===== src/rtl/if_pkg.sv =====
// Shared types and constants for the instruction-fetch prefetch unit.
package if_pkg;

  localparam logic [31:0] RESET_PC_DEFAULT = 32'd100;
  localparam int          INSTR_W          = 32;
  localparam logic [INSTR_W-1:0] NOP_INSTR = 32'h0000_0000;

  // One prefetched instruction together with the byte address it came from.
  typedef struct packed {
    logic [31:0]        pc;
    logic [INSTR_W-1:0] instr;
  } fetch_entry_t;

endpackage


===== src/rtl/if_prefetch_unit_fetch_fifo.sv =====
// fetch_fifo: synchronous FIFO of fetch_entry_t. Flush wins over push and pop.
module fetch_fifo
  import if_pkg::*;
#(
  parameter  int DEPTH = 4,
  localparam int PTR_W = $clog2(DEPTH)
) (
  input  logic         clk,
  input  logic         rst_n,
  input  logic         push,
  input  fetch_entry_t wdata,
  input  logic         pop,
  input  logic         flush,
  output logic         full,
  output logic         empty,
  output logic [PTR_W:0] count,
  output fetch_entry_t head
);

  fetch_entry_t       mem_q [DEPTH];
  logic [PTR_W-1:0]   wr_ptr_q, rd_ptr_q;
  logic [PTR_W:0]     count_q;
  logic               do_push, do_pop;

  assign empty = (count_q == '0);
  assign full  = (count_q == (PTR_W+1)'(DEPTH));
  assign count = count_q;
  assign head  = mem_q[rd_ptr_q];

  assign do_pop  = pop  & ~flush & ~empty;
  assign do_push = push & ~flush & (~full | do_pop);

  // Pointer and occupancy bookkeeping; DEPTH is a power of two so pointers wrap naturally.
  always_ff @(posedge clk or negedge rst_n) begin
    if (!rst_n) begin
      wr_ptr_q <= '0;
      rd_ptr_q <= '0;
      count_q  <= '0;
    end else if (flush) begin
      wr_ptr_q <= '0;
      rd_ptr_q <= '0;
      count_q  <= '0;
    end else begin
      // NOTE: non-blocking assignments here so every register samples pre-edge values.
      if (do_push) wr_ptr_q <= wr_ptr_q + 1'b1;
      if (do_pop)  rd_ptr_q <= rd_ptr_q + 1'b1;
      case ({do_push, do_pop})
        2'b10:   count_q <= count_q + 1'b1;
        2'b01:   count_q <= count_q - 1'b1;
        default: count_q <= count_q;
      endcase
    end
  end

  // Entry storage.
  // NOTE: the data array has no reset; validity is tracked by count_q alone.
  always_ff @(posedge clk) begin
    if (do_push) mem_q[wr_ptr_q] <= wdata;
  end

endmodule


===== src/rtl/if_prefetch_unit.sv =====
// if_prefetch_unit: PC owner and instruction prefetcher feeding IF/ID.
// Optional macro IF_PREFETCH_STATS_EN adds stall_cycles / flushed_instrs counters.
module if_prefetch_unit
  import if_pkg::*;
#(
  parameter logic [31:0] RESET_PC        = RESET_PC_DEFAULT,
  parameter int          DEPTH           = 4,
  parameter int          MAX_OUTSTANDING = 2
) (
  input  logic        clk,
  input  logic        rst_n,
  input  logic        redirect_valid,
  input  logic [31:0] redirect_pc,
  output logic        imem_req,
  output logic [31:0] imem_addr,
  input  logic        imem_gnt,
  input  logic        imem_rvalid,
  input  logic [31:0] imem_rdata,
  output logic        id_valid,
  output logic [31:0] id_instr,
  output logic [31:0] id_pc,
  input  logic        id_ready
`ifdef IF_PREFETCH_STATS_EN
  ,
  output logic [31:0] stall_cycles,
  output logic [31:0] flushed_instrs
`endif
);

  localparam int PTR_W = $clog2(DEPTH);
  localparam int OW    = $clog2(MAX_OUTSTANDING + 1);
  localparam int QW    = (MAX_OUTSTANDING > 1) ? $clog2(MAX_OUTSTANDING) : 1;

  logic [31:0]    fetch_pc_q, fetch_pc_d;
  logic [OW-1:0]  outst_q, outst_d;
  logic [OW-1:0]  drop_q, drop_d;
  logic [31:0]    pcq_q [MAX_OUTSTANDING];
  logic [QW-1:0]  pcq_wr_q, pcq_rd_q;

  logic           grant, rsp_ok, fifo_push, fifo_pop;
  logic           fifo_full, fifo_empty;
  logic [PTR_W:0] fifo_count;
  fetch_entry_t   fifo_head, rsp_entry;
  logic           unused_addr_lsbs;

  assign unused_addr_lsbs = ^redirect_pc[1:0];

  function automatic logic [QW-1:0] next_ptr(input logic [QW-1:0] p);
    return (p == QW'(MAX_OUTSTANDING - 1)) ? '0 : p + 1'b1;
  endfunction

  // Credit rule: never let buffered plus in-flight words exceed the FIFO.
  assign imem_req  = rst_n && (outst_q < OW'(MAX_OUTSTANDING))
                  && ((32'(fifo_count) + 32'(outst_q)) < 32'(DEPTH))
                  && !redirect_valid;
  assign imem_addr = fetch_pc_q;
  assign grant     = imem_req & imem_gnt;
  assign rsp_ok    = imem_rvalid & (outst_q != '0);

  assign rsp_entry = '{pc: pcq_q[pcq_rd_q], instr: imem_rdata};
  assign fifo_push = rsp_ok & (drop_q == '0);
  assign fifo_pop  = id_valid & id_ready;

  assign id_valid  = !fifo_empty;
  assign id_instr  = fifo_empty ? NOP_INSTR : fifo_head.instr;
  assign id_pc     = fifo_empty ? 32'd0     : fifo_head.pc;

  fetch_fifo #(.DEPTH(DEPTH)) u_fifo (
    .clk   (clk),
    .rst_n (rst_n),
    .push  (fifo_push),
    .wdata (rsp_entry),
    .pop   (fifo_pop),
    .flush (redirect_valid),
    .full  (fifo_full),
    .empty (fifo_empty),
    .count (fifo_count),
    .head  (fifo_head)
  );

  // Next PC, outstanding credit and drop count; a redirect overrides the normal update.
  always_comb begin
    // NOTE: defaults first so every path assigns every output and no latch is inferred.
    fetch_pc_d = fetch_pc_q;
    outst_d    = outst_q;
    drop_d     = drop_q;
    case ({grant, rsp_ok})
      2'b10:   outst_d = outst_q + 1'b1;
      2'b01:   outst_d = outst_q - 1'b1;
      default: outst_d = outst_q;
    endcase
    if (grant)                  fetch_pc_d = fetch_pc_q + 32'd4;
    if (rsp_ok && drop_q != '0) drop_d     = drop_q - 1'b1;
    if (redirect_valid) begin
      fetch_pc_d = {redirect_pc[31:2], 2'b00};
      drop_d     = outst_d;
    end
  end

  // Fetch state registers and request-PC queue pointers.
  always_ff @(posedge clk or negedge rst_n) begin
    if (!rst_n) begin
      fetch_pc_q <= RESET_PC;
      outst_q    <= '0;
      drop_q     <= '0;
      pcq_wr_q   <= '0;
      pcq_rd_q   <= '0;
    end else begin
      fetch_pc_q <= fetch_pc_d;
      outst_q    <= outst_d;
      drop_q     <= drop_d;
      if (grant)  pcq_wr_q <= next_ptr(pcq_wr_q);
      if (rsp_ok) pcq_rd_q <= next_ptr(pcq_rd_q);
    end
  end

  // In-order record of issued addresses, paired with responses as they return.
  always_ff @(posedge clk) begin
    if (grant) pcq_q[pcq_wr_q] <= fetch_pc_q;
  end

`ifdef IF_PREFETCH_STATS_EN
  logic [31:0] stall_q, flushed_q;
  logic [32:0] stall_sum, flushed_sum;
  logic [31:0] flushed_inc;

  assign flushed_inc = (redirect_valid ? 32'(fifo_count) : 32'd0)
                     + ((rsp_ok && (drop_q != '0 || redirect_valid)) ? 32'd1 : 32'd0);
  assign stall_sum   = {1'b0, stall_q}   + {32'd0, (id_valid & ~id_ready)};
  assign flushed_sum = {1'b0, flushed_q} + {1'b0, flushed_inc};

  // Saturating statistics counters.
  always_ff @(posedge clk or negedge rst_n) begin
    if (!rst_n) begin
      stall_q   <= '0;
      flushed_q <= '0;
    end else begin
      stall_q   <= stall_sum[32]   ? '1 : stall_sum[31:0];
      flushed_q <= flushed_sum[32] ? '1 : flushed_sum[31:0];
    end
  end

  assign stall_cycles   = stall_q;
  assign flushed_instrs = flushed_q;
`endif

  // A response with nothing outstanding is a memory-side protocol violation.
  rvalid_has_credit: assert property (@(posedge clk) disable iff (!rst_n)
    imem_rvalid |-> (outst_q != '0));

  // The credit rule must keep the FIFO from ever being pushed while full.
  no_fifo_overflow: assert property (@(posedge clk) disable iff (!rst_n)
    (fifo_push && !redirect_valid) |-> (!fifo_full || fifo_pop));

endmodule


===== config.mk =====
export PLATFORM = sky130hd
export DESIGN_NAME = if_prefetch_unit
export DESIGN_NICKNAME = d
export VERILOG_FILES = /design/src/rtl/if_pkg.sv /design/src/rtl/if_prefetch_unit_fetch_fifo.sv /design/src/rtl/if_prefetch_unit.sv
export SDC_FILE = /design/constraint.sdc
export NUM_CORES = 1
export LEC_CHECK = 0
export BUFFER_PORTS_ARGS = -buffer_cell sky130_fd_sc_hd__buf_2
export CORE_ASPECT_RATIO = 1.2
export CORE_MARGIN = 2
export CORE_UTILIZATION = 43
export CTS_BUF_LIST = sky130_fd_sc_hd__clkbuf_4 sky130_fd_sc_hd__clkbuf_8
export CTS_CLUSTER_DIAMETER = 30
export DETAILED_ROUTE_END_ITERATION = 10
export GPL_TIMING_DRIVEN = 0
export HOLD_SLACK_MARGIN = 0.02
export PLACE_DENSITY = 0.6
export SLEW_MARGIN = 15
export SYNTH_ARGS = -nofsm -noshare
export SYNTH_HDL_FRONTEND = slang
export SYNTH_SLANG_ARGS = --single-unit

===== constraint.sdc =====
create_clock -name clk -period 7 [get_ports clk]
set_input_delay 1.4 -clock clk [delete_from_list [all_inputs] [get_ports clk]]
set_output_delay 1.4 -clock clk [all_outputs]
set_load 0.005 [all_outputs]

# After elaboration in Yosys (flattened, before gate mapping)
# Memories as Yosys holds them, arrays and structs flattened.
# Cells that the tools add are included.
[classes]
n_eq_ne = 5
addsub = 11
n_lt_le_gt_ge = 2
n_mul = 0
n_shift = 0
n_mux = 19
div = 0
bitwise = 12
reduce_logical = 15
[op_table]
columns = ["op", "count"]
rows = [
  ["$mux W32", 4],
  ["$add A32 B3 Y32 const B", 1],
  ["$mux W2", 6],
  ["$reduce_bool A2 Y1", 6],
  ["$and A1 B1 Y1", 8],
  ["$add A2 B1 Y2 const B", 3],
  ["$mux W1", 6],
  ["$pmux W3 S2", 1],
  ["$add A3 B2 Y4", 1],
  ["$eq A2 B1 Y1 const B", 2],
  ["$eq A2 B2 Y1 const B", 2],
  ["$logic_and A1 B1 Y1", 4],
  ["$lt A4 B3 Y1 const B", 1],
  ["$pmux W2 S2", 1],
  ["$sub A2 B1 Y2 const B", 2],
  ["$add A3 B1 Y3 const B", 1],
  ["$eq A3 B3 Y1 const B", 1],
  ["$logic_not A3 Y1", 1],
  ["$mux W3", 1],
  ["$not A1 Y1", 3],
  ["$reduce_bool A3 Y1", 1],
  ["$sub A3 B1 Y3 const B", 1],
  ["$add A1 B1 Y1 const B", 2],
  ["$logic_not A1 Y1", 2],
  ["3 further kinds", 3],
]
[word_totals]
reg_bits = 45
latch_bits = 0
memories = 2
ram_bits = 320
romBits = 0
wordCells = 74
[memory_table]
columns = ["memory", "depth", "word_bits", "rd", "rd_clocked_by_memory_dff", "write_ports", "line_no", "rtl"]
rows = [
  ["u_fifo.mem_q", 4, 64, 1, 0, 1, "if_prefetch_unit_fetch_fifo.sv:20", "fetch_entry_t mem_q [DEPTH];"],
  ["pcq_q", 2, 32, 1, 0, 1, "if_prefetch_unit.sv:37", "logic [31:0] pcq_q [MAX_OUTSTANDING];"],
]

# Longest topological paths before layout
# Gate-level depths: netlist (run 1).
[logic_depth]
word_depth = 10
ltp_mapped = 11
ltp_nobuf = 9

# Cells and area by module
# Synthesis (run 1) repeated with hierarchy kept, for this count alone.
[hier_totals]
cells_unflattened = 798
area_unflattened_um2 = 14551.5
[by_module_without_submodules]
columns = ["mod", "seq_area_each_um2", "n_inst", "cells_each", "area_per_inst_um2"]
rows = [
  ["fetch_fifo", 7862.5, 1, 391, 9809.4],
  ["if_prefetch_unit", 2706.3, 1, 407, 4742.0],
]

# Worst setup path after synthesis (run 1)
# No wires, ideal clock.
[synth_timing]
path_type = "input-to-reg"
from = "in imem_rvalid"
to = "mem u_fifo.mem_q[0][0] (netlist name), enable pin"
setup_ns = 0.426
n_path_buf = 0
t_required_ns = 6.574
stages = 3
path_slack_ns = 2.935
t_arrival_ns = 3.638
path_cell_list = "o211ai_1 -> a311oi_1 -> and2_1"
[synth_between]
elab_chain_cells = 6
[synth_rtl]
columns = ["element", "line_no", "rtl"]
rows = [
  ["start: declaration", "if_prefetch_unit.sv:17", "input logic imem_rvalid,"],
  ["$and A1 B1 Y1", "if_prefetch_unit.sv:58", "assign rsp_ok = imem_rvalid & (outst_q != '0);"],
  ["$and A1 B1 Y1", "if_prefetch_unit.sv:61", "assign fifo_push = rsp_ok & (drop_q == '0);"],
  ["$and A1 B1 Y1 (2 in series)", "if_prefetch_unit_fetch_fifo.sv:31", "assign do_push = push & ~flush & (~full | do_pop);"],
  ["$mux W1", "if_prefetch_unit_fetch_fifo.sv:58", "if (do_push) mem_q[wr_ptr_q] <= wdata;"],
  ["$mux W1 (not written as such)", "if_prefetch_unit_fetch_fifo.sv:58", ""],
  ["end: declaration", "if_prefetch_unit_fetch_fifo.sv:20", ""],
]
# Every way passes these cells.

# Final worst setup path (run 1)
[layout_timing]
from = "reg u_fifo.rd_ptr_q[1]"
to = "out id_pc[22]"
[layout_between]
elab_chain_cells = 2
[layout_rtl]
columns = ["element", "line_no", "rtl"]
rows = [
  ["start: declaration", "if_prefetch_unit_fetch_fifo.sv:21", "logic [PTR_W-1:0] wr_ptr_q, rd_ptr_q;"],
  ["start signal: assignment", "if_prefetch_unit_fetch_fifo.sv:46", "if (do_pop) rd_ptr_q <= rd_ptr_q + 1'b1;"],
  ["$mem_v2 Z4 W64", "n/a", ""],
  ["$mux W32", "if_prefetch_unit.sv:66", "assign id_pc = fifo_empty ? 32'd0 : fifo_head.pc;"],
  ["end: declaration", "if_prefetch_unit.sv:21", "output logic [31:0] id_pc,"],
]
# Every way passes these cells.

==> flow_metrics.py, run 1 <==
metrics = {
    "logic_synthesis": {
        "synth_xor_area_share_pct": 0.808,
        "synth_edf_count": 308,
        "synth-compound-area-share_pct": 3.18,
        "synth_simple_gate_area_share_pct": 7.78,
        "synthAdderAreaFrac_pct": 0.853,
        "synthArstFlopShare_pct": 12.3,
        "ys_dominant_reg_cell": "edfxtp_1",
        "synthMuxAreaShare_pct": 12.5,
        "postSynthAreaPerCell_um2": 18.1,
        "synthCells": 779,
        "synth.distinct_cells": 54,
        "synth_top_family_by_area": "multiplexers",
        "synth_area_um2": 14100,
        "synth_warnings": 0,
        "yosysSeqAreaShare_pct": 73.3,
        "synth_seq_cells": 351,
    },
    "job": {
        "max_cap_viol_count": 0,
    },
    "layout": {
        "fin_util_pct": 53.8,
        "fill_cells": 2625,
        "final_cells": 1502,
        "register_area_um2": 10300,
        "drive_gt1_share_pct": 39.0,
        "multi_input_area_um2": 3570,
        "layout_common_cells": "308 x edfxtp_1, 169 x buf_2, 79 x clkbuf_8",
        "fin_nets": 1108,
        "final_common_cell": "edfxtp_1",
        "area_delta_synth_final_pct": 23.3,
        "design_area_um2": 17400,
    },
    "placement": {
        "gp_congestion": 0.826,
        "place_hpwl_um": 18600,
        "port_buffers": 161,
        "place_area_um2": 15600,
        "placedCellCount": 1356,
    },
    "route": {
        "wl_met1_um": 12400,
        "highest_layer": "met4",
        "wl_per_cell_um": 19.9,
        "num_vias": 7930,
        "drt_wl_total_um": 29800,
        "viasPerCell": 5.28,
        "firstDrtPassIters": 5,
        "drt-initial-drc-count": 474,
        "ant_nets": 0,
        "wl_met3_um": 1720,
        "wl_met2_um": 15200,
        "drc": 0,
    },
    "sta": {
        "whs_ps": 549,
        "worst_pin_slew_ps": 1050,
        "hold_viol": 0,
        "setup_viol_count_final": 0,
        "rsz0062_at_grt": "false",
        "slew_viol_final": 0,
        "skew_ps": 28.1,
        "fin_tns_setup_ps": 0,
        "min_period_over_period_pct": 60.0,
        "clock.fmax_mhz": 238,
        "relSlewSlack_pct": 29.7,
        "period_minus_slack_ps": 4200,
    },
    "setup_path": {
        "critPathKind": "flop to output port",
        "rr_worst_depth": 6,
        "r2r_setup_slack_ps": 3980,
        "reg2reg_from": "drop_q[0]",
        "end_kind": "output port",
        "required_ps": 5600,
        "cp-start-kind": "flop",
        "worst-endpoint-arrival_ps": 2800,
        "r2r_end": "u_fifo.mem_q[0][1]",
        "critPathMaxFanout": 10,
    },
    "cts": {
        "cts_resized": 0,
        "clock_sinks": 351,
        "cts_tree": "built",
        "cts.clk_slew.worst_paths_ps": 60,
        "holdBufCountCts": 0,
        "clockRootBuffer": "clkbuf_8",
        "clock_latency_ps": 580,
        "cts_htree_levels": 3,
        "cts_buffers": 78,
        "clockBufferDepth": 3,
        "cts_setup_buffers": 0,
    },
    "grt": {
        "antenna_found_initial": 0,
        "grt_pass1_wl_um": 46100,
        "overflow": 0,
        "first_global_vias": 8262,
        "grt_max_degree": 47,
        "grt.total_usage_pct": 17.9,
    },
    "floorplan": {
        "die-area_um2": 34200,
        "die_width_um": 169,
        "start_util_pct": 43.7,
        "dieHeight_um": 202,
        "core-area_um2": 32300,
        "rows": 72,
        "pin_count": 168,
    },
    "hold_path": {
        "hold_start": "pcq_wr_q",
        "hold_path_class": "flop to flop",
        "holdPathEnd": "pcq_wr_q",
        "hold_depth": 1,
    },
    "pwr": {
        "leakage_nw": 6.25,
        "power.density_nw_per_um2": 355,
        "vdd_drop_max_v": 0.000174,
    },
    "status": {
        "status": "completed",
    },
}
-- flip-flops by register name, summed over array words and instances, names as in the netlist --
name and flops:
drop_q 2, imem_addr 30, outst_q 2, pcq_q 60, pcq_rd_q 1, pcq_wr_q 1, u_fifo.count 3, u_fifo.mem_q 248
u_fifo.rd_ptr_q 2, u_fifo.wr_ptr_q 2
-- final cells by class --
| type | instances | share of cell area [%] |
|---|---|---|
| Sequential cell | 351 | 59.5 |
| Multi-Input combinational cell | 379 | 20.5 |
| Clock buffer | 84 | 6.48 |
| Timing Repair Buffer | 167 | 5.42 |
| Clock inverter | 61 | 3.86 |
| Tap cell | 407 | 2.93 |
| Buffer | 40 | 1.01 |
| Inverter | 12 | 0.259 |
| Antenna cell | 1 | 0.0144 |
-- synth_stat cells, drive strengths merged, types with 2 or more instances --
library cell | count | area share (%)
a21oi | 4 | 0.14
a221o | 2 | 0.14
a22oi | 2 | 0.11
a31o | 6 | 0.37
a31oi | 5 | 0.22
a32oi | 2 | 0.12
and2 | 68 | 3.0
and3 | 7 | 0.32
and4 | 2 | 0.12
buf | 15 | 0.58
clkbuf | 25 | 0.67
dfrtp | 40 | 7.1
dfstp | 3 | 0.56
edfxtp | 308 | 66
ha | 8 | 0.71
inv | 11 | 0.29
mux2 | 30 | 2.4
mux2i | 2 | 0.14
mux4 | 62 | 9.9
nand2 | 37 | 1.0
nand3 | 22 | 0.87
nand4 | 15 | 0.77
nor2 | 23 | 0.61
nor3 | 6 | 0.25
nor4 | 4 | 0.39
o211ai | 6 | 0.32
o21ai | 26 | 0.92
o311ai | 7 | 0.44
or3 | 5 | 0.23
xnor2 | 6 | 0.37
xor2 | 7 | 0.44
-- where the power goes --
part | total [mW] | switching, mW | internal, mW
Clock | 2.53 | 0.966 | 1.56
Combinational | 1.07 | 0.565 | 0.509
Sequential | 2.56 | 0.0924 | 2.47
-- logic make-up (layout without fill, tap and decap cells) --
family,count (synthesis),count (layout)
AOI/OAI and AO/OA,67,67
xor gates and xnor gates,13,13
adders and majority gates,9,9
buffers and inverters,52,364
DFF,351,351
muxes,94,94
other,1,5
and+or+nand+nor,192,192
-- worst max-delay path by stage --
stage	cells after the start	slack (ps)	from	end
2_1_floorplan	3	2940	imem_rvalid	u_fifo.mem_q[0][0]
3_3_place_gp	7	970	rst_n	pcq_q[0][25]
3_5_place_dp	7	2570	rst_n	pcq_q[1][15]
4_1_cts	5	2630	u_fifo.rd_ptr_q[0]	id_pc[22]
5_1_grt	5	2570	u_fifo.rd_ptr_q[0]	id_pc[22]
6_report	5	2800	u_fifo.rd_ptr_q[1]	id_pc[22]
-- routing by layer --
| layer | GRT usage [%] | vias up |
|---|---|---|
| li1 | - | 3611 |
| met1 | 22.3 | 3983 |
| met2 | 30.7 | 292 |
| met3 | 4.05 | 44 |
| met4 | 6.47 | 0 |
| met5 | 0 | - |
-- per-stage QoR --
step / setup slack, ps / total power, mW
after floorplan: 2940 / 3.25
after global placement: 967 / 3.68
after detailed placement: 2570 / 3.70
after CTS: 2630 / 6.25
after global routing: 2570 / 6.45
final: 2800 / 6.16
-- worst max-delay path, stage by stage, from the launching register on --
cell and delay (ps):
dfrtp_1 320, clkbuf_1 600, clkbuf_1 590, mux4_2 440
and2_1 170, buf_2 120
(Power assumes the default switching activity.)
==> inputs of run 2 (changes only) <==
--- a/config.mk
+++ b/config.mk
@@ -5,6 +5,7 @@
 export SDC_FILE = /design/constraint.sdc
 export NUM_CORES = 1
 export LEC_CHECK = 0
+export ABC_AREA = 1
 export BUFFER_PORTS_ARGS = -buffer_cell sky130_fd_sc_hd__buf_2
 export CORE_ASPECT_RATIO = 1.2
 export CORE_MARGIN = 2
==> constraint.sdc (replaced) <==
create_clock -name clk -period 4.22 [get_ports clk]
set_input_delay 0.844 -clock clk [delete_from_list [all_inputs] [get_ports clk]]
set_output_delay 0.844 -clock clk [all_outputs]
set_load 0.005 [all_outputs]
==> run 2 against run 1 <==
  * Worst setup slack lost 1900 ps
  * Critical endpoint is now id_pc[16]
  * Final area grew 4.5%
  * Count of clock-buffer cells in the layout shrank 1
  * Highest routed layer unchanged
  * Clock skew grew 5.7 ps
  * Register-to-register slack lost 2400 ps
  * Sequential power grew 71%
==> flow_metrics.py, run 2 <==
metrics = {
    "logic_synthesis": {
        "ys_dominant_reg_cell": "edfxtp_1",
        "yosys.area.top_type_share_pct": 62.1,
        "yosysSeqAreaShare_pct": 69.3,
        "synthArstFlopShare_pct": 12.3,
        "yosys-top-cells-count": "308 x edfxtp_1, 299 x nor2_1, 291 x nand2_1, 87 x o21ai_0, 69 x a21oi_1",
        "postSynthAreaPerCell_um2": 10.8,
        "synth_warnings": 0,
        "synthCells": 1380,
        "yosysTopAreaCell": "edfxtp_1",
        "synth.distinct_cells": 36,
        "synth_most_common_cell": "edfxtp_1",
        "synthTopCellsByArea": "edfxtp_1 62%, nor2_1 7.5%, nand2_1 7.3%",
        "synth_area_um2": 14900,
        "synth_seq_cells": 351,
        "synth_edf_count": 308,
    },
    "cts": {
        "cts_buffers": 70,
        "clockBufferDepth": 3,
        "holdBufCountCts": 0,
        "cts_resized": 0,
        "cts.clk_slew.worst_paths_ps": 50,
        "clock_latency_ps": 590,
        "clock_sinks": 351,
        "clockRootBuffer": "clkbuf_8",
        "cts_tree": "built",
        "cts_htree_levels": 3,
        "cts_setup_buffers": 0,
    },
    "route": {
        "firstDrtPassIters": 5,
        "ant_nets": 0,
        "viasPerCell": 4.97,
        "num_vias": 10600,
        "drt_wl_total_um": 35900,
        "wl_per_cell_um": 16.8,
        "drc": 0,
        "drt-initial-drc-count": 805,
    },
    "grt": {
        "first_global_vias": 10300,
        "overflow": 0,
        "grt_pass1_wl_um": 56200,
        "met3_usage_pct": 3.82,
        "grt.total_usage_pct": 19.9,
        "gr-usage-met1_pct": 26.3,
        "grt_max_degree": 45,
        "antenna_found_initial": 0,
        "grtUsageMet2_pct": 33.1,
        "grt.busiest_layer": "met2",
    },
    "setup_path": {
        "r2r_setup_slack_ps": 1580,
        "required_ps": 3380,
        "end_kind": "output port",
        "worst-endpoint-arrival_ps": 2510,
        "critPathMaxFanout": 10,
        "cp-start-kind": "flop",
        "critPathKind": "flop to output port",
    },
    "layout": {
        "layout_common_cells": "308 x edfxtp_1, 293 x nor2_1, 291 x nand2_1",
        "fin_nets": 1706,
        "area_delta_synth_final_pct": 21.8,
        "final_common_cell": "edfxtp_1",
        "register_area_um2": 10300,
        "multi_input_area_um2": 4100,
        "drive_gt1_share_pct": 21.5,
        "top_register": "u_fifo.mem_q",
        "final_cells": 2136,
        "fill_cells": 3024,
        "largest_reg_flops": 248,
    },
    "pwr": {
        "leakage_nw": 7.05,
        "vdd_drop_max_v": 0.000261,
        "p_total_mw": 10.8,
        "power.density_nw_per_um2": 593,
    },
    "sta": {
        "rsz0062_at_grt": "false",
        "slew_viol_final": 0,
        "skew_ps": 33.9,
        "min_period_over_period_pct": 79.5,
        "worst_pin_slew_ps": 701,
        "clock.fmax_mhz": 298,
        "period_minus_slack_ps": 3360,
        "relSlewSlack_pct": 53.2,
        "hold_viol": 0,
        "setup_viol_count_final": 0,
    },
    "floorplan": {
        "core-area_um2": 34100,
        "rows": 74,
        "pin_count": 168,
        "dieHeight_um": 208,
        "start_util_pct": 43.7,
        "die-area_um2": 36200,
        "die_width_um": 174,
    },
    "placement": {
        "gp_congestion": 0.852,
        "placedCellCount": 2011,
        "port_buffers": 160,
        "place_hpwl_um": 23600,
    },
    "hold_path": {
        "hold_path_class": "input port to asynchronous set/reset pin",
    },
    "job": {
        "max_cap_viol_count": 0,
    },
    "status": {
        "status": "completed",
    },
}
==> run 2: logic make-up after synthesis <==
group / after synthesis / share of synthesized area (%)
adder cells (fa/ha/maj): 9 / 0.806
flip-flops: 351 / 69.3
XOR/XNOR: 14 / 0.823
AND/OR/NAND/NOR: 680 / 18.4
other: 1 / 0.0252
buffers and inverters: 117 / 3.55
AO/OA/AOI/OAI: 208 / 7.12
==> run 2: worst max-delay path, stage by stage (launching register included) <==
cell	delay, ps
dfrtp_1	460
nor2_1	210
nand2_1	160
inv_2	230
clkbuf_1	500
a21oi_1	180
buf_2	180
==> run 2: area by class of cell <==
cell class,instances,share of cell area (%)
flip-flops and latches,351,56.9
multi-input cells,915,22.6
repair buffers,172,6.00
clock buffers,83,5.95
well taps,456,3.14
clock inverters,41,2.47
plain buffers,67,1.85
inverters,50,1.07
diodes,1,0.0138
==> run 2: worst paths after layout <==
check / from / end / cells after the start
setup reg to reg: outst_q[0] / u_fifo.mem_q[0][41] / 8
max in group asynchronous: rst_n / u_fifo.count[1] / 1
hold / removal: rst_n / imem_addr[10] / 1
hold reg to reg: u_fifo.wr_ptr_q[0] / u_fifo.wr_ptr_q[0] / 1
min in group clk: imem_rdata[31] / u_fifo.mem_q[0][31] / 1
setup / recovery: u_fifo.count[0] / id_pc[16] / 6
==> run 2: power by group <==
| part | internal (mW) | switching (mW) | total (mW) | leakage, nW |
|---|---|---|---|---|
| clock | 2.27 | 1.46 | 3.73 | 0.776 |
| sequential | 4.18 | 0.199 | 4.38 | 3.30 |
| combinational | 0.881 | 1.77 | 2.65 | 2.97 |
==> run 2: routing by layer <==
| layer | up-vias | wire, um |
|---|---|---|
| met4 | 0 | 761 |
| met2 | 333 | 17600 |
| li1 | 5200 | - |
| met3 | 60 | 2360 |
| met5 | - | 0 |
| met1 | 5023 | 15300 |
==> run 2: through the flow <==
stage / hold WS, ps / utilization, % / worst slack, ps / TNS, ps / cell area [um^2]
finish: 276 / 53.3 / 864 / 0 / 18100
floorplan: 501 / - / -217 / -53770 / 14900
global placement: 528 / 47.8 / -2520 / -640080 / 16300
global route: 292 / 53.3 / 672 / 0 / 18100
detailed placement: 528 / 48.8 / 700 / 0 / 16600
CTS: 440 / 53.3 / 792 / 0 / 18100
==> inputs of run 3 (changes only) <==
--- a/config.mk
+++ b/config.mk
@@ -15,7 +15,7 @@
 export DETAILED_ROUTE_END_ITERATION = 10
 export GPL_TIMING_DRIVEN = 0
 export HOLD_SLACK_MARGIN = 0.02
-export PLACE_DENSITY = 0.6
+export PLACE_DENSITY = 0.62
 export SLEW_MARGIN = 15
 export SYNTH_ARGS = -nofsm -noshare
 export SYNTH_HDL_FRONTEND = slang
==> constraint.sdc (replaced) <==
create_clock -name clk -period 2.9 [get_ports clk]
set_input_delay 0.58 -clock clk [delete_from_list [all_inputs] [get_ports clk]]
set_output_delay 0.58 -clock clk [all_outputs]
set_load 0.005 [all_outputs]
==> run 3 against run 2 <==
  * Via count fell by 0.14%
  * Combinational power grew 52%
  * Cell count is essentially flat
  * Critical path type unchanged
  * Largest cell class unchanged
  * Largest power group unchanged
  * Highest routed layer unchanged
==> flow_metrics.py, run 3 (synthesis gave the netlist of run 2 again) <==
metrics = {
    "cts": {
        "holdBufCountCts": 0,
        "cts_setup_buffers": 0,
        "cts_buffers": 68,
        "clockBufferDepth": 3,
        "cts.clk_slew.worst_paths_ps": 60,
        "clock_latency_ps": 590,
        "clockRootBuffer": "clkbuf_8",
        "cts_htree_levels": 3,
        "clock_sinks": 351,
        "cts_tree": "built",
    },
    "grt": {
        "grt.total_usage_pct": 19.8,
        "first_global_vias": 10400,
        "grt_pass1_wl_um": 56000,
        "grt_max_degree": 45,
        "antenna_found_initial": 0,
        "overflow": 0,
    },
    "route": {
        "ant_nets": 0,
        "num_vias": 10600,
        "viasPerCell": 4.97,
        "drt_wl_total_um": 36100,
        "wl_per_cell_um": 16.9,
        "firstDrtPassIters": 5,
        "drt-initial-drc-count": 755,
        "drc": 0,
    },
    "layout": {
        "largest_reg_flops": 248,
        "drive_gt1_share_pct": 22.9,
        "n_antenna_cell": 0,
        "fin_nets": 1704,
        "top_register": "u_fifo.mem_q",
        "final_common_cell": "edfxtp_1",
        "area_delta_synth_final_pct": 21.9,
        "final_cells": 2134,
        "layout_common_cells": "308 x edfxtp_1, 293 x nor2_1, 291 x nand2_1",
        "fill_cells": 3080,
    },
    "pwr": {
        "power_frac_clock_pct": 33.1,
        "pwr-share-seq_pct": 41.0,
        "power.density_nw_per_um2": 854,
        "switching_share_pct": 32.2,
        "pwr-share-comb_pct": 25.9,
        "p_switching_mw": 4.99,
        "p_int_mw": 10.5,
        "vdd_drop_max_v": 0.000592,
        "leakage_nw": 7.05,
    },
    "floorplan": {
        "rows": 74,
        "start_util_pct": 43.7,
        "dieHeight_um": 208,
        "core-area_um2": 34100,
        "pin_count": 168,
        "die_width_um": 174,
        "die-area_um2": 36200,
    },
    "placement": {
        "port_buffers": 160,
        "gp_congestion": 0.851,
        "placedCellCount": 2011,
        "pre_cts_slack_ps": -334,
        "place_hpwl_um": 23800,
    },
    "setup_path": {
        "cp-start-kind": "flop",
        "critPathKind": "flop to output port",
        "worst-endpoint-arrival_ps": 2220,
        "end_kind": "output port",
        "required_ps": 2320,
        "critPathMaxFanout": 10,
    },
    "sta": {
        "rsz0062_at_grt": "false",
        "period_minus_slack_ps": 2800,
        "min_period_over_period_pct": 96.6,
        "clock.fmax_mhz": 357,
        "setup_ws_ps": 100,
        "worst_pin_slew_ps": 818,
        "slew_viol_final": 0,
        "relSlewSlack_pct": 45.3,
        "skew_ps": 28.0,
        "hold_viol": 0,
        "setup_viol_count_final": 0,
    },
    "job": {
        "max_cap_viol_count": 0,
    },
    "hold_path": {
        "hold_path_class": "input port to asynchronous set/reset pin",
    },
    "status": {
        "status": "completed",
    },
}
run 3: changes by cell type in the layout (fill, tap and decap cells not counted), sizes merged:
cell and change:
clkinv -3, diode -1, clkinvlp +2, buf -2
bufinv -3, clkbuf +5
run 3: layer usage:
layer / GRT usage [%] / up-vias / routed length (um) / part of all wire, %
met4: 7.45 / 0 / 867 / 2.4
met3: 3.76 / 61 / 2020 / 5.6
li1: - / 5194 / - / -
met2: 33.9 / 332 / 17800 / 49
met1: 25.1 / 5014 / 15400 / 43
met5: 0 / - / 0 / 0
run 3: final timing paths:
check / startpoint / endpoint / slack, ps / cells after the start
max in group asynchronous: rst_n / u_fifo.wr_ptr_q[0] / 2390 / 1
hold / removal: rst_n / imem_addr[9] / 50 / 1
setup reg to reg: outst_q[0] / u_fifo.mem_q[3][30] / 220 / 8
setup / recovery: u_fifo.rd_ptr_q[0] / id_pc[30] / 100 / 8
hold reg to reg: u_fifo.wr_ptr_q[0] / u_fifo.wr_ptr_q[0] / 540 / 1
min in group clk: imem_rdata[5] / u_fifo.mem_q[0][5] / 210 / 1
run 3: per-stage QoR:
step | area [um^2] | setup TNS, ps | util, % | hold WS (ps) | total power, mW
4_1_cts | 18100 | 0 | 53.2 | 175 | 15.7
5_1_grt | 18200 | 0 | 53.3 | 76.4 | 16.4
2_1_floorplan | 14900 | -69730 | - | 284 | 8.62
3_3_place_gp | 16300 | -481300 | 47.8 | 525 | 10.3
3_5_place_dp | 16600 | -1080 | 48.7 | 536 | 10.4
6_report | 18200 | 0 | 53.3 | 46.1 | 15.5
run 3: power groups by stage:
stage          Combinational (mW)  Sequential (mW)  Clock [mW]
2_1_floorplan                2.24             6.38           0
3_3_place_gp                 3.81             6.46           0
6_report                     4.02             6.36        5.13
5_1_grt                      4.51             6.40        5.48
3_5_place_dp                 3.94             6.46           0
4_1_cts                      4.05             6.36        5.25
run 3: cell type report:
class / instances / area, um^2 / area share [%]
tap: 456 / 571 / 3.14
inverter: 50 / 199 / 1.10
clock inverter: 37 / 350 / 1.93
buffer: 67 / 393 / 2.16
timing repair buffer: 172 / 1080 / 5.95
multi-input combinational: 915 / 4140 / 22.8
clock buffer: 86 / 1100 / 6.07
sequential: 351 / 10300 / 56.9
run 3: repair_timing:
action                                  4_1_cts  5_1_grt
endpoints found under the setup margin       54       53
gates resized for setup                      32       17
pin swaps                                     0        0
run 3: worst max-delay path, stage by stage (launching register included):
cell and delay [ps]:
dfrtp_1 320, clkbuf_4 220, buf_4 230, buf_4 220, nor2_1 70, nor2_1 70
o21ai_0 80, a21oi_1 240, buf_2 170
